`src/rtl/mem_arbiter_pkg.sv`:
```
// ---------------------------------------------------------------------------
// mem_arb_pkg
// Shared definitions for the two-port memory arbiter: address/data widths and
// types, FSM state encoding, grant encoding and a small grant helper.
// No ports (package).
// ---------------------------------------------------------------------------
package mem_arb_pkg;

  localparam int ADDR_W = 17;
  localparam int DATA_W = 32;

  // Big-endian bit numbering inherited from the original bus definition.
  typedef logic [15:15+ADDR_W-1] addr_t;
  typedef logic [0:DATA_W-1]     data_t;

  // FSM state encoding (kept as plain constants for legacy tools).
  localparam logic [1:0] ST_IDLE   = 2'd0;
  localparam logic [1:0] ST_ACCESS = 2'd1;
  localparam logic [1:0] ST_DONE   = 2'd2;

  typedef enum logic {
    GNT_CPU = 1'b0,
    GNT_IOP = 1'b1
  } gnt_t;

  // The port that did not receive the given grant.
  function automatic gnt_t gnt_other(input gnt_t g);
    gnt_t r;
    if (g == GNT_CPU) begin
      r = GNT_IOP;
    end else begin
      r = GNT_CPU;
    end
    return r;
  endfunction

endpackage

```
`src/rtl/mem_arbiter_if.sv`:
```
// ---------------------------------------------------------------------------
// mem_arbiter_if
// Bundles the CPU port, I/O-processor port, read-data return and memory
// command bus of the arbiter.
//   slave  : arbiter view (requests/memory data in, acks/commands out)
//   master : requester + memory view (the opposite directions)
// ---------------------------------------------------------------------------
interface mem_arbiter_if;
  import mem_arb_pkg::*;

  logic  cpu_req;
  logic  cpu_we;
  addr_t cpu_addr;
  data_t cpu_wdata;
  logic  cpu_lock;
  logic  cpu_ack;

  logic  iop_req;
  logic  iop_we;
  addr_t iop_addr;
  data_t iop_wdata;
  logic  iop_ack;

  data_t rdata;
  logic  busy;

  logic  mem_en;
  logic  mem_we;
  addr_t mem_addr;
  data_t mem_wdata;
  data_t mem_rdata;

  modport slave (
    input  cpu_req, cpu_we, cpu_addr, cpu_wdata, cpu_lock,
    input  iop_req, iop_we, iop_addr, iop_wdata,
    input  mem_rdata,
    output cpu_ack, iop_ack, rdata, busy,
    output mem_en, mem_we, mem_addr, mem_wdata
  );

  modport master (
    output cpu_req, cpu_we, cpu_addr, cpu_wdata, cpu_lock,
    output iop_req, iop_we, iop_addr, iop_wdata,
    output mem_rdata,
    input  cpu_ack, iop_ack, rdata, busy,
    input  mem_en, mem_we, mem_addr, mem_wdata
  );

endinterface

```
`src/rtl/mem_arbiter_arb_rr2.sv`:
```
// ---------------------------------------------------------------------------
// arb_rr2
// Two-way round-robin pick between CPU and IOP.
//   req_cpu, req_iop : pending requests
//   last_gnt         : port granted most recently
//   lock             : CPU holds exclusive ownership (only CPU eligible)
//   gnt_valid        : a winner exists this cycle
//   gnt              : the winner
// Purely combinational.
// ---------------------------------------------------------------------------
module arb_rr2
  import mem_arb_pkg::*;
(
  input  logic req_cpu,
  input  logic req_iop,
  input  gnt_t last_gnt,
  input  logic lock,
  output logic gnt_valid,
  output gnt_t gnt
);

  // Winner selection: lock overrides, tie goes to the port not granted last.
  always_comb begin
    gnt_valid = 1'b0;
    gnt       = GNT_CPU;
    if (lock) begin
      // While locked the IOP is not eligible even if the CPU is idle.
      gnt_valid = req_cpu;
      gnt       = GNT_CPU;
    end else if (req_cpu && req_iop) begin
      gnt_valid = 1'b1;
      gnt       = gnt_other(last_gnt);
    end else if (req_cpu) begin
      gnt_valid = 1'b1;
      gnt       = GNT_CPU;
    end else if (req_iop) begin
      gnt_valid = 1'b1;
      gnt       = GNT_IOP;
    end else begin
      gnt_valid = 1'b0;
      gnt       = GNT_CPU;
    end
  end

endmodule

```
`src/rtl/mem_arbiter.sv`:
```
// ---------------------------------------------------------------------------
// mem_arbiter
// Arbitrates a CPU port and an I/O-processor port onto a single memory with
// WAIT_STATES extra cycles per access. Sequence per access:
// IDLE (pick + latch) -> ACCESS (WAIT_STATES+1 cycles, mem_en high)
// -> DONE (one-cycle ack to the winner) -> IDLE.
// Ports:
//   clock : sole clock, rising edge
//   reset : asynchronous, active-low
//   bus   : mem_arbiter_if.slave (request ports, acks, rdata, busy, memory bus)
// Parameter:
//   WAIT_STATES : extra memory cycles per access, 0..7
// Build option:
//   MEM_ARBITER_LOCK_EN : when defined, a CPU access carrying cpu_lock=1
//   keeps the CPU as the only eligible winner until a CPU access completes
//   with cpu_lock=0. When undefined, cpu_lock is ignored.
// All outputs come straight from flops.
// ---------------------------------------------------------------------------
module mem_arbiter
  import mem_arb_pkg::*;
#(
  parameter int WAIT_STATES = 2
)
(
  input  logic          clock,
  input  logic          reset,
  mem_arbiter_if.slave  bus
);

  localparam logic [2:0] WS_LOAD = 3'(WAIT_STATES);

  logic [1:0] state_r;
  logic [1:0] state_nxt_s;
  logic [2:0] cnt_r;
  gnt_t       win_r;
  gnt_t       last_gnt_r;
  gnt_t       gnt_s;
  logic       gnt_valid_s;
  logic       lock_q_s;
  logic       final_s;

  logic       lat_we_r;
  addr_t      lat_addr_r;
  data_t      lat_wdata_r;

  logic       sel_we_s;
  addr_t      sel_addr_s;
  data_t      sel_wdata_s;

  logic       cpu_ack_r;
  logic       iop_ack_r;
  logic       busy_r;
  data_t      rdata_r;
  logic       mem_en_r;
  logic       mem_we_r;
  addr_t      mem_addr_r;
  data_t      mem_wdata_r;

  arb_rr2 u_rr (
    .req_cpu   (bus.cpu_req),
    .req_iop   (bus.iop_req),
    .last_gnt  (last_gnt_r),
    .lock      (lock_q_s),
    .gnt_valid (gnt_valid_s),
    .gnt       (gnt_s)
  );

  // Last cycle of an access: the counter has run down inside ACCESS.
  assign final_s = (state_r == ST_ACCESS) && (cnt_r == 3'd0);

  // Request fields of the port that wins this cycle.
  always_comb begin
    sel_we_s    = 1'b0;
    sel_addr_s  = '0;
    sel_wdata_s = '0;
    if (gnt_s == GNT_IOP) begin
      sel_we_s    = bus.iop_we;
      sel_addr_s  = bus.iop_addr;
      sel_wdata_s = bus.iop_wdata;
    end else begin
      sel_we_s    = bus.cpu_we;
      sel_addr_s  = bus.cpu_addr;
      sel_wdata_s = bus.cpu_wdata;
    end
  end

  // Next-state logic.
  always_comb begin
    state_nxt_s = state_r;
    case (state_r)
      ST_IDLE: begin
        if (gnt_valid_s) begin
          state_nxt_s = ST_ACCESS;
        end else begin
          state_nxt_s = ST_IDLE;
        end
      end
      ST_ACCESS: begin
        if (cnt_r == 3'd0) begin
          state_nxt_s = ST_DONE;
        end else begin
          state_nxt_s = ST_ACCESS;
        end
      end
      ST_DONE: state_nxt_s = ST_IDLE;
      default: state_nxt_s = ST_IDLE;
    endcase
  end

  // State, wait counter, latched request, winner history and read data.
  always_ff @(posedge clock or negedge reset) begin
    if (!reset) begin
      state_r     <= ST_IDLE;
      cnt_r       <= 3'd0;
      win_r       <= GNT_CPU;
      last_gnt_r  <= GNT_IOP;
      lat_we_r    <= 1'b0;
      lat_addr_r  <= '0;
      lat_wdata_r <= '0;
      rdata_r     <= '0;
    end else begin
      state_r <= state_nxt_s;
      case (state_r)
        ST_IDLE: begin
          if (gnt_valid_s) begin
            win_r       <= gnt_s;
            cnt_r       <= WS_LOAD;
            lat_we_r    <= sel_we_s;
            lat_addr_r  <= sel_addr_s;
            lat_wdata_r <= sel_wdata_s;
          end
        end
        ST_ACCESS: begin
          if (cnt_r != 3'd0) begin
            cnt_r <= cnt_r - 3'd1;
          end else if (!lat_we_r) begin
            rdata_r <= bus.mem_rdata;
          end
        end
        ST_DONE: last_gnt_r <= win_r;
        default: cnt_r <= 3'd0;
      endcase
    end
  end

  // Registered outputs: acks, busy and the memory command.
  always_ff @(posedge clock or negedge reset) begin
    if (!reset) begin
      cpu_ack_r   <= 1'b0;
      iop_ack_r   <= 1'b0;
      busy_r      <= 1'b0;
      mem_en_r    <= 1'b0;
      mem_we_r    <= 1'b0;
      mem_addr_r  <= '0;
      mem_wdata_r <= '0;
    end else begin
      cpu_ack_r <= final_s && (win_r == GNT_CPU);
      iop_ack_r <= final_s && (win_r == GNT_IOP);
      busy_r    <= (state_nxt_s != ST_IDLE);
      if (state_nxt_s == ST_ACCESS) begin
        mem_en_r <= 1'b1;
        // On entry the latch is being loaded this same edge, so take the
        // winner's fields directly; afterwards replay the latch.
        if (state_r == ST_IDLE) begin
          mem_we_r    <= sel_we_s;
          mem_addr_r  <= sel_addr_s;
          mem_wdata_r <= sel_wdata_s;
        end else begin
          mem_we_r    <= lat_we_r;
          mem_addr_r  <= lat_addr_r;
          mem_wdata_r <= lat_wdata_r;
        end
      end else begin
        mem_en_r    <= 1'b0;
        mem_we_r    <= 1'b0;
        mem_addr_r  <= '0;
        mem_wdata_r <= '0;
      end
    end
  end

`ifdef MEM_ARBITER_LOCK_EN
  logic lock_r;
  logic lat_lock_r;

  // Lock bit is captured with the request and takes effect when it completes.
  always_ff @(posedge clock or negedge reset) begin
    if (!reset) begin
      lock_r     <= 1'b0;
      lat_lock_r <= 1'b0;
    end else begin
      if ((state_r == ST_IDLE) && gnt_valid_s) begin
        lat_lock_r <= (gnt_s == GNT_CPU) && bus.cpu_lock;
      end
      if ((state_r == ST_DONE) && (win_r == GNT_CPU)) begin
        lock_r <= lat_lock_r;
      end
    end
  end

  assign lock_q_s = lock_r;
`else
  assign lock_q_s = 1'b0;
`endif

  assign bus.cpu_ack   = cpu_ack_r;
  assign bus.iop_ack   = iop_ack_r;
  assign bus.busy      = busy_r;
  assign bus.rdata     = rdata_r;
  assign bus.mem_en    = mem_en_r;
  assign bus.mem_we    = mem_we_r;
  assign bus.mem_addr  = mem_addr_r;
  assign bus.mem_wdata = mem_wdata_r;

endmodule

```
`src/flat_wrapper.sv`:
```
// flat-port wrapper written by rule: the top's interface ports become plain ports
module mem_arbiter_flat import mem_arb_pkg::*;
#(
  parameter int WAIT_STATES = 2
)
  (clock, reset, bus_cpu_req, bus_cpu_we, bus_cpu_addr, bus_cpu_wdata, bus_cpu_lock, bus_iop_req, bus_iop_we, bus_iop_addr, bus_iop_wdata, bus_mem_rdata, bus_cpu_ack, bus_iop_ack, bus_rdata, bus_busy, bus_mem_en, bus_mem_we, bus_mem_addr, bus_mem_wdata);
  mem_arbiter_if bus_i ();
  input  logic clock;
  input  logic reset;
  input wire logic [$bits(bus_i.cpu_req)-1:0] bus_cpu_req;
  input wire logic [$bits(bus_i.cpu_we)-1:0] bus_cpu_we;
  input wire logic [$bits(bus_i.cpu_addr)-1:0] bus_cpu_addr;
  input wire logic [$bits(bus_i.cpu_wdata)-1:0] bus_cpu_wdata;
  input wire logic [$bits(bus_i.cpu_lock)-1:0] bus_cpu_lock;
  input wire logic [$bits(bus_i.iop_req)-1:0] bus_iop_req;
  input wire logic [$bits(bus_i.iop_we)-1:0] bus_iop_we;
  input wire logic [$bits(bus_i.iop_addr)-1:0] bus_iop_addr;
  input wire logic [$bits(bus_i.iop_wdata)-1:0] bus_iop_wdata;
  input wire logic [$bits(bus_i.mem_rdata)-1:0] bus_mem_rdata;
  output wire logic [$bits(bus_i.cpu_ack)-1:0] bus_cpu_ack;
  output wire logic [$bits(bus_i.iop_ack)-1:0] bus_iop_ack;
  output wire logic [$bits(bus_i.rdata)-1:0] bus_rdata;
  output wire logic [$bits(bus_i.busy)-1:0] bus_busy;
  output wire logic [$bits(bus_i.mem_en)-1:0] bus_mem_en;
  output wire logic [$bits(bus_i.mem_we)-1:0] bus_mem_we;
  output wire logic [$bits(bus_i.mem_addr)-1:0] bus_mem_addr;
  output wire logic [$bits(bus_i.mem_wdata)-1:0] bus_mem_wdata;
  assign bus_i.cpu_req = bus_cpu_req;
  assign bus_i.cpu_we = bus_cpu_we;
  assign bus_i.cpu_addr = bus_cpu_addr;
  assign bus_i.cpu_wdata = bus_cpu_wdata;
  assign bus_i.cpu_lock = bus_cpu_lock;
  assign bus_i.iop_req = bus_iop_req;
  assign bus_i.iop_we = bus_iop_we;
  assign bus_i.iop_addr = bus_iop_addr;
  assign bus_i.iop_wdata = bus_iop_wdata;
  assign bus_i.mem_rdata = bus_mem_rdata;
  assign bus_cpu_ack = bus_i.cpu_ack;
  assign bus_iop_ack = bus_i.iop_ack;
  assign bus_rdata = bus_i.rdata;
  assign bus_busy = bus_i.busy;
  assign bus_mem_en = bus_i.mem_en;
  assign bus_mem_we = bus_i.mem_we;
  assign bus_mem_addr = bus_i.mem_addr;
  assign bus_mem_wdata = bus_i.mem_wdata;
  mem_arbiter #(.WAIT_STATES(WAIT_STATES)) u_core (.clock(clock), .reset(reset), .bus(bus_i));
endmodule
```
`config.mk`:
```
export PLATFORM = sky130hd
export DESIGN_NAME = mem_arbiter_flat
export DESIGN_NICKNAME = d
export VERILOG_FILES = /design/src/rtl/mem_arbiter_pkg.sv /design/src/rtl/mem_arbiter_if.sv /design/src/rtl/mem_arbiter_arb_rr2.sv /design/src/rtl/mem_arbiter.sv /design/src/flat_wrapper.sv
export SDC_FILE = /design/constraint.sdc
export NUM_CORES = 1
export LEC_CHECK = 0
export BUFFER_PORTS_ARGS = -buffer_cell sky130_fd_sc_hd__buf_4
export CAP_MARGIN = 0
export CORE_UTILIZATION = 40
export DETAILED_ROUTE_END_ITERATION = 16
export HOLD_SLACK_MARGIN = 0.1
export PLACE_DENSITY = 0.67
export SETUP_SLACK_MARGIN = 0.05
export SLEW_MARGIN = 25
export SYNTH_ARGS = -nofsm -noshare
export SYNTH_HDL_FRONTEND = slang
export SYNTH_SLANG_ARGS = --single-unit
```
`constraint.sdc`:
```
create_clock -name clock -period 3.05 [get_ports clock]
set_input_delay 0.61 -clock clock [delete_from_list [all_inputs] [get_ports clock]]
set_output_delay 0.61 -clock clock [all_outputs]
set_load 0.1 [all_outputs]
```
==> impl_results.md <==
* Core region area at 0.0151 mm^2
* Clock sink count at 143
* Critical Path Sink Type: flip-flop
* Most frequent cells in the layout: 229 x buf_4, 141 x dfrtp_1, 101 x nand2_1
* CTS resizes at 0
* Hold Fails Final Rpt at 0
* Total grt overflow at 0
* H-Tree Level Count at 4
* Post-synthesis cell area at 0.00618 mm^2
* Share of cells above drive strength 1 at 0.385
* Area grow syn2layout at 39.2%
* HPWL after detailed placement at 11.0 mm
* CP startpoint kind: flip-flop
* Most common cell after layout, fill and taps aside: buf_4
* Final core occ at 0.568
* Crit path kind: flip-flop to flip-flop
* Root Driver: clkbuf_16
* Worst Setup SP: u_core.state_r[0]
* CTS max path bufs at 2
* Slew HR at 0.471
* Period utilisation layout at 0.649
* Tmin final at 1980 ps
* Drt initial violations at 356
* Cts bufs inserted at 17
* Crit Reg-Reg Startpoint: u_core.state_r[0]
* Crit path to: u_core.lat_wdata_r[27]
* Most frequent CP cell: buf_4
* Status: complete, no violations
* Site Rows at 45
* RD Place Congestion at 0.735
* Critical Path AT at 2310 ps
* Avg Cell Area, Syn at 11.0 um^2
* DRT antenna net count at 0
* Worst hold path type: primary input to async pin
* Synthesized instance count at 564
* DIE AREA at 0.0160 mm^2
* Clock transition at path regs at 60 ps
* Port Buf Inserts at 221
* Max FO, Critical Path at 69
* Cell chain of the critical path: buf_4 -> nor2_4 -> buf_4 -> a21oi_1 -> a31oi_1
* # hold bufs at CTS at 0
* Max Slew Vio Count at 0
* Largest net degree at the start of global routing at 85
* ANT cells at 0
* DR WL/cell at 18.0 um
* Place WS at 883 ps
* Drt first pass iters at 4
* Syn_nets at 703
* Worst r2r path cells at 5
* Ports at 223
* Final Net Count at 902
* Via/cell ratio at 5.55
* Setup TNS at 0 ps
* First-pass GRT wire length at 28.0 mm
* Fmax at 505 MHz
* CP required at 3370 ps
* Worst stage delay on the critical path at 570 ps
* Die height at 126 um
* Initial Utilization at 0.408
* Reg2Reg Setup Slack at 1070 ps
* Vias at 5355
* CP max stage cell: buf_4
* GRT Total Usage at 0.224
* WL final at 17.3 mm
* Vias in the first global route at 5429
* Skew final at 6.26 ps
* Chip width at 126 um
* Final setup violation count at 0
* RSZ-0062 raised after global routing: false
* Initial antenna violation count at 0
* Worst-margin pin slew at 794 ps
* Yosys reg bits at 143
* Worst flop-to-flop path endpoint: u_core.lat_wdata_r[27]
* Clk_lat worst skew at 410 ps
* PnR worst setup slack at 1070 ps
* Yosys warns at 0
* CTS tree: built
* Netlist cell types at 31
* Sequential share of the synthesized area at 0.579
* Post-CTS repair timing setup buffer count at 0
* # DRC at 0
* Max-cap violations at 0
## worst max-delay path: cells and delay by family (launching register included)
family                 cells  cell delay, ps
buffers and inverters      2             890
AND/OR/NAND/NOR            1             180
flip-flops                 1             390
AO/OA/AOI/OAI              2             370
## metrics by stage
| step | cell area [um^2] | hold slack (ps) | std cells |
|---|---|---|---|
| after global placement | 8000 | 423 | 932 |
| after global routing | 8600 | 315 | 964 |
| after floorplan | 6180 | 314 | 564 |
| after CTS | 8600 | 275 | 964 |
| after detailed placement | 8000 | 432 | 932 |
| final | 8600 | 243 | 964 |
## worst min path at each step
| stage | cells after the start | startpoint | end |
|---|---|---|---|
| final | 1 | reset | u_core.bus.mem_wdata[27] |
| after floorplan | 0 | reset | u_core.bus.busy |
| after global routing | 1 | reset | u_core.bus.mem_wdata[30] |
| after global placement | 1 | u_core.win_r | u_core.bus.cpu_ack |
| after CTS | 1 | reset | u_core.bus.busy |
| after detailed placement | 1 | u_core.win_r | u_core.bus.cpu_ack |
## state kept, by name, indices dropped and copies added (netlist names), 2 cells and up
signal,flops
u_core.bus.mem_addr,17
u_core.bus.mem_wdata,32
u_core.bus.rdata,32
u_core.cnt_r,3
u_core.lat_addr_r,17
u_core.lat_wdata_r,32
u_core.state_r,2
## Yosys cell counts
cell       number  area, um^2
dfrtp_1       142        3550
nand2_1       101         379
a21oi_1        53         265
a21boi_0       50         375
a311oi_1       50         438
a31oi_1        50         313
clkbuf_1       31         116
mux2_2         26         293
buf_2          18        90.1
mux2_1          6        67.6
inv_1           5        18.8
buf_6           4        45.0
nor2_1          3        11.3
o21ai_0         3        15.0
o2bb2ai_1       3        26.3
ha_1            2        25.0
nand2b_1        2        12.5
nor3_1          2        10.0
a21bo_2         1        10.0
a21boi_2        1        11.3
and2_1          1        6.26
buf_1           1        3.75
dfstp_2         1        26.3
mux2i_1         1        10.0
nor2b_1         1        6.26
nor3_4          1        16.3
o21a_1          1        7.51
o21ai_2         1        8.76
o31ai_1         1        7.51
or2_1           1        6.26
xnor2_1         1        8.76
## per-layer routing
metal  track usage  vias up  share of wire
li1              -     2480              -
met1         0.290     2631           0.45
met2         0.358      220           0.47
met3        0.0590       24          0.065
met4        0.0900        0          0.019
met5             0        -              0
## cells by family after synthesis
family                   count (synthesis)  synth area share
buffers and inverters                   59            0.0443
flip-flops                             143             0.579
adder cells (fa/ha/maj)                  2           0.00405
XOR/XNOR                                 1           0.00142
AO/OA/AOI/OAI                          214             0.239
AND/OR/NAND/NOR                        112            0.0724
multiplexers                            33            0.0599
## final cells by class
cell class                 count  area, um^2
clock buffer                  20         437
clock inverter                12         166
fill                        1301        6540
inverter                       5        18.8
multi-input combinational    362        2360
sequential                   143        3580
tap                          188         235
timing repair buffer         234        1810
Power is left out: the tool's default activity adds up to more than one toggle a clock period on the data nets, which glitch-free logic cannot reach.
